`src/rtl/sw_input_conditioner.sv`:
```
// Switch input conditioner. Each bit is synchronised through two flops, then debounced independently.
// It produces a stable level and one-cycle rise/fall pulses.
module sw_input_conditioner #(
  parameter int WIDTH           = 5,
  parameter int DEBOUNCE_CYCLES = 4,
  parameter int CNT_W           = 8
) (
  input  logic             Clk,
  input  logic             Reset,
  input  logic             Tick_en,
  input  logic [WIDTH-1:0] SW_raw,
  output logic [WIDTH-1:0] SW_out,
  output logic [WIDTH-1:0] SW_rise,
  output logic [WIDTH-1:0] SW_fall,
  output logic             SW_changed
);

  localparam logic [CNT_W-1:0] LAST_CNT = CNT_W'(DEBOUNCE_CYCLES - 1);

  logic [WIDTH-1:0] r_sync_p0;
  logic [WIDTH-1:0] r_sync_p1;
  logic [WIDTH-1:0] r_stable_p2;
  logic [WIDTH-1:0] r_rise_p2;
  logic [WIDTH-1:0] r_fall_p2;
  logic [CNT_W-1:0] r_cnt_p2 [WIDTH];

  // Stages p0/p1: two-flop synchroniser
  always_ff @(posedge Clk) begin
    if (Reset) begin
      r_sync_p0 <= '0;
      r_sync_p1 <= '0;
    end else begin
      r_sync_p0 <= SW_raw;
      r_sync_p1 <= r_sync_p0;
    end
  end

  // Stage p2: per-bit debounce; a match with the stable level always restarts the window
  always_ff @(posedge Clk) begin
    if (Reset) begin
      r_stable_p2 <= '0;
      r_rise_p2   <= '0;
      r_fall_p2   <= '0;
      for (int i = 0; i < WIDTH; i++) begin
        r_cnt_p2[i] <= '0;
      end
    end else begin
      for (int i = 0; i < WIDTH; i++) begin
        r_rise_p2[i] <= 1'b0;
        r_fall_p2[i] <= 1'b0;
        if (r_sync_p1[i] == r_stable_p2[i]) begin
          r_cnt_p2[i] <= '0;
        end else if (Tick_en) begin
          if (r_cnt_p2[i] == LAST_CNT) begin
            r_stable_p2[i] <= r_sync_p1[i];
            r_cnt_p2[i]    <= '0;
            r_rise_p2[i]   <= r_sync_p1[i];
            r_fall_p2[i]   <= ~r_sync_p1[i];
          end else begin
            r_cnt_p2[i] <= r_cnt_p2[i] + 1'b1;
          end
        end
      end
    end
  end

  assign SW_out     = r_stable_p2;
  assign SW_rise    = r_rise_p2;
  assign SW_fall    = r_fall_p2;
  assign SW_changed = |(r_rise_p2 | r_fall_p2);

endmodule

```
`config.mk`:
```
export PLATFORM = sky130hd
export DESIGN_NAME = sw_input_conditioner
export DESIGN_NICKNAME = d
export VERILOG_FILES = /design/src/rtl/sw_input_conditioner.sv
export SDC_FILE = /design/constraint.sdc
export NUM_CORES = 1
export LEC_CHECK = 0
export CAP_MARGIN = 20
export CORE_ASPECT_RATIO = 0.8
export CORE_MARGIN = 2
export CORE_UTILIZATION = 56
export DETAILED_ROUTE_END_ITERATION = 6
export PLACE_DENSITY_LB_ADDON = 0.2
export SETUP_SLACK_MARGIN = 0.1
export SLEW_MARGIN = 30
export SYNTH_ARGS = -nofsm -noshare
export SYNTH_HDL_FRONTEND = slang
export SYNTH_SLANG_ARGS = --single-unit
export TNS_END_PERCENT = 50
```
`constraint.sdc`:
```
create_clock -name Clk -period 2.5 [get_ports Clk]
set_clock_uncertainty 0.05 [all_clocks]
set_input_delay 0.5 -clock Clk [delete_from_list [all_inputs] [get_ports Clk]]
set_output_delay 0.5 -clock Clk [all_outputs]
set_load 0.01 [all_outputs]
```
# Word-level counts from Yosys, hierarchy flattened
# Memories as Yosys holds them, arrays and structs flattened.
# Index checks and enable logic that the tools add are counted.
[op_classes] add_sub_neg=5 multipliers=0 n_div=0 order_cmp=0 n_eq_ne=10 n_shift=0 n_mux=82 bitwise_logic=32 n_reduce_logical=11
[ops] operator="two-way mux 8 bit" n=15
[ops] operator="two-way mux 1 bit" n=67
[ops] operator="adder 8 x 1 -> 8 bit, second input constant" n=5
[ops] operator="equality test 8 x 2 -> 1 bit, second input constant" n=5
[ops] operator="OR reduction 4 bit" n=5
[ops] operator="inverter 1 bit" n=16
[ops] operator="OR 1 bit" n=15
[ops] operator="AND reduction 3 bit" n=5
[ops] operator="equality test 1 bit" n=5
[ops] operator="OR 5 bit" n=1
[ops] operator="OR reduction 5 bit" n=1
[totals] reg_bits=25 latch_bits=0 ram_bits=40 romBits=0 in_bits=8 out_inout_bits=16 word_cells=158 mem_count=1
[memory_table] memory="r_cnt_p2" words=5 word_bits=8 read_ports=5 rd_ports_with_merged_regs=0 write_ports=5 line="25" text="logic [CNT_W-1:0] r_cnt_p2 [WIDTH];"

# Logic depth before layout (Yosys ltp)
# Gate-level depths: netlist (run 1).
[logic_depth] ltp_word=8 ltp_mapped=4 depth_no_buf=4

# Least setup slack after synthesis (run 1)
# No wires, ideal clock.
[synth_timing] path_kind="flip-flop to flip-flop" start="mem r_cnt_p2[0][0]" end="reg r_stable_p2[0], in the netlist SW_out[0]" setup_time_ns=0.071 t_arrival_ns=1.682 required_time_ns=2.379 setup_slack_ns=0.698 stages_incl_launch_ff=5 n_path_buf=0 synth_period_minus_slack_ns=1.802 cell_sequence="edfxtp_1 ha_1 or4b_4 or4_1 a21oi_1"
[synth_rtl] element="start, declared" line="25"
[synth_rtl] element="end signal, assigned by index" line="55" text="r_stable_p2[i] <= r_sync_p1[i];"
[synth_rtl] element="end, declared" line="22" text="logic [WIDTH-1:0] r_stable_p2;"

# Worst setup path after layout (run 1)
[layout_timing] start="reg r_fall_p2[0], in the netlist SW_fall[0]" end="out SW_changed"
[layout_via] elab_chain_cells=2
[layout_lines] element="start, declared" line="24" text="logic [WIDTH-1:0] r_fall_p2;"
[layout_lines] element="start signal, assigned by index" line="58" text="r_fall_p2[i] <= ~r_sync_p1[i];"
[layout_lines] element="OR 5 bit" line="70" text="assign SW_changed = |(r_rise_p2 | r_fall_p2);"
[layout_lines] element="OR reduction 5 bit" line="70"
[layout_lines] element="end, declared" line="15" text="output logic SW_changed"
# Every way passes these cells.

==> metrics.md, run 1 <==
| Metric | Value |
|---|---|
| Synthesized net count | 295 |
| CTS tree | done |
| Rows | 23 |
| Min cycle time layout | 2.27 ns |
| WP depth | 3 |
| Clk_lat worst skew | 0.34 ns |
| CTS resizes | 0 |
| VDD IR max | 583 uV |
| Setup violations, final | 0 |
| Hold_sp | r_sync_p0[3] |
| First DRT Iteration DRCs | 106 |
| Filler instances | approximately 400 |
| Tot GR Track Use | approximately a fifth |
| Slowest cell on the critical path | clkdlybuf4s50_1 |
| Post-Route Setup TNS | 0 ns |
| Post-synth EDFFs | 40 |
| P_leak | 1.22 nW |
| Slowest stage delay, CP | 0.50 ns |
| Vias | 2,247 |
| CP Launch Point | SW_fall[0] |
| Maxcap violations | 0 |
| RSZ-0062 raised after global routing | no |
| Design area | around 3500 um2 |
| Ant. Diodes | 0 |
| Synth Flop Type | edfxtp_1 |
| Clock root cell | clkbuf_8 |
| Bufs on Longest Clock Path | 2 |
| CORE AREA | a little over 5000 um2 |
| Router iterations before antenna repair | 4 |
| Commonest non-fill, non-tap cell in the layout | edfxtp_1 |
| I/O pins | 24 |
| Relative slew slack | 65.5% |
| Period utilization | 90.6% |
| Number of H-tree levels | 3 |
| Post-Place Cells | 371 |
| Placed Area | 3350 um2 |
| Req. time, crit path | 1.95 ns |
| Initial core utilization | 59.0% |
| CP bufs+invs | 1 |
| Area occupied by multi-input gates | 1250 um2 |
| First-pass GRT wire length | between 9000 and 10,000 um |
| Syn Inst Count | 282 |
| Die H | ~70 um |
| Initial antenna violation count | 0 |
| Largest net degree at the start of global routing | 12 |
| WL/cell | approximately 15 um |
| Min-delay worst type | flop to flop |
| Hold depth | 1 |
| Die area | roughly 6000 um2 |
| CP endpoint kind | output pin |
| Crit path arrival time | around 1.7 ns |
| Vias in the first global route | 2,090 |
| Post-CTS setup buffers | 0 |
| Mean Syn Cell Area | 10.7 um2 |
| Worst path cell trace | nor4_1 -> nand3_1 -> clkdlybuf4s50_1 |
| Die width | 85.9 um |
| Post-DR vias/cell | 5.81 |
| Drt total wl | 5670 um |
| CP startpoint kind | flop |
| # DRC | 0 |
| Min Hold Slack | 0.386 ns |
| Post-DP HPWL | 3990 um |
| CTS clk-pin slew, worst paths | 0.07 ns |
| Reg2reg start | r_cnt_p2[0][0] |
| Slew Viols, Final | 0 |
| Seq/Total Area, Yosys | 56.6% |
| Final ANT Viol Nets | 0 |
| R2r worst-path depth | 4 |
| Top delay family on crit path | simple AND/OR/NAND/NOR gates |
| Mapped cell area | 3010 um2 |
| Yosys cell types | 36 |
| Clock buffers created by TritonCTS | 9 |
| Crit Path Class | flop to output pin |
| Sinks on the clock net | 65 |
| Final hold vios | 0 |
| GPL Wtd Cong | 0.806 |
| Hold EP | r_sync_p1[3] |
| Number of synthesized register bits | 65 |
| Post-layout net count | between 300 and 400 |
| Most frequent cells in the layout | edfxtp_1, dfxtp_1, clkdlybuf4s50_1 |
| Hold-fix buffers, CTS | 0 |
| Async SR Flop Fraction | 0% |
| Fin cells | 387 |
| GR Overflow Total | 0 |
| Critical path fanouts, max | 2 |
| Max Clk Rate | 0.441 GHz |
| Status | complete, no violations |
| Yosys Warn Count | 0 |
| Seq. cell area | 1700 um2 |
| Worst slew pin tran | 0.511 ns |
| R2r setup slk | approximately 0.55 ns |
| Port buffer count | 23 |
| Area delta synth->final | 17.8% |
| FF-to-FF End | SW_out[0] |
| Cell Pwr Density | between 500 and 600 nW/um2 |
| Ratio of cells with drive above 1 in the final layout | 8.31% |
## power breakdown
| group | switching [mW] | leakage [nW] | internal [mW] |
|---|---|---|---|
| combinational | 0.0373 | 0.437 | 0.0339 |
| sequential | 0.0198 | 0.689 | 1.15 |
| clock | 0.373 | 0.0954 | 0.480 |
## worst max-delay path by stage
stage	endpoint	slack, ns
floorplan	SW_out[0]	0.70
global placement	r_cnt_p2[3][5]	0.31
detailed placement	r_cnt_p2[3][7]	0.26
CTS	SW_changed	0.21
global route	SW_changed	0.14
finish	SW_changed	0.23
## stage by stage
| step | util, % | worst slack [ns] | total power, mW |
|---|---|---|---|
| after global placement | 65.9 | 0.313 | 1.26 |
| final | 69.5 | 0.234 | 2.09 |
| after detailed placement | 65.9 | 0.255 | 1.26 |
| after CTS | 69.5 | 0.208 | 2.11 |
| after floorplan | - | 0.698 | 1.23 |
| after global routing | 69.5 | 0.144 | 2.16 |
## sequential cells by signal (all words and copies together) (netlist names)
register and flops:
SW_rise 5, r_cnt_p2 40, r_sync_p1 5, SW_out 5, r_sync_p0 5, SW_fall 5
## kinds of logic after synthesis
family	after synthesis	synth area share, %
and+or+nand+nor	135	25.3
DFF	65	56.6
AOI/OAI and AO/OA	47	9.36
xor gates and xnor gates	17	4.95
buffers and inverters	13	1.66
adders and majority gates	5	2.08
## synthesized netlist by cell type, types with 3 or more instances
cell / count / area [um2]
edfxtp_1: 40 / 1200
dfxtp_1: 25 / 500
a21oi_1: 21 / 105
nand2_1: 21 / 78.8
nand3_1: 20 / 100
nor2_1: 19 / 71.3
or3_1: 17 / 106
o21ai_0: 16 / 80.1
xor2_1: 15 / 131
nor2b_1: 12 / 75.1
inv_1: 10 / 37.5
nor3_1: 8 / 40.0
nand4_1: 6 / 37.5
nor4_1: 6 / 37.5
ha_1: 5 / 62.6
nand2b_1: 5 / 31.3
nor3b_1: 5 / 37.5
or4_1: 5 / 37.5
o31ai_1: 3 / 22.5
## area by class of cell
cell class	count	share of cell area, %
flip-flops and latches	65	48.0
inverters	10	1.06
clock inverters	4	1.20
well taps	62	2.19
clock buffers	12	4.10
multi-input cells	204	35.4
repair buffers	30	7.98
## routing by layer
layer	global-route usage, %	vias up	share of wire, %
li1	-	1129	-
met1	27.7	1074	50
met2	30.5	38	46
met3	7.50	6	3.5
met4	6.00	0	1.2
met5	0	-	0
Note: power is estimated with default switching activity, not from simulation.
==> run 2, diff against run 1 <==
Settings changed: CTS_CLUSTER_SIZE set to 10.
==> results of run 2 <==
The final DEF is identical to that of run 1; final timing and power are the same.
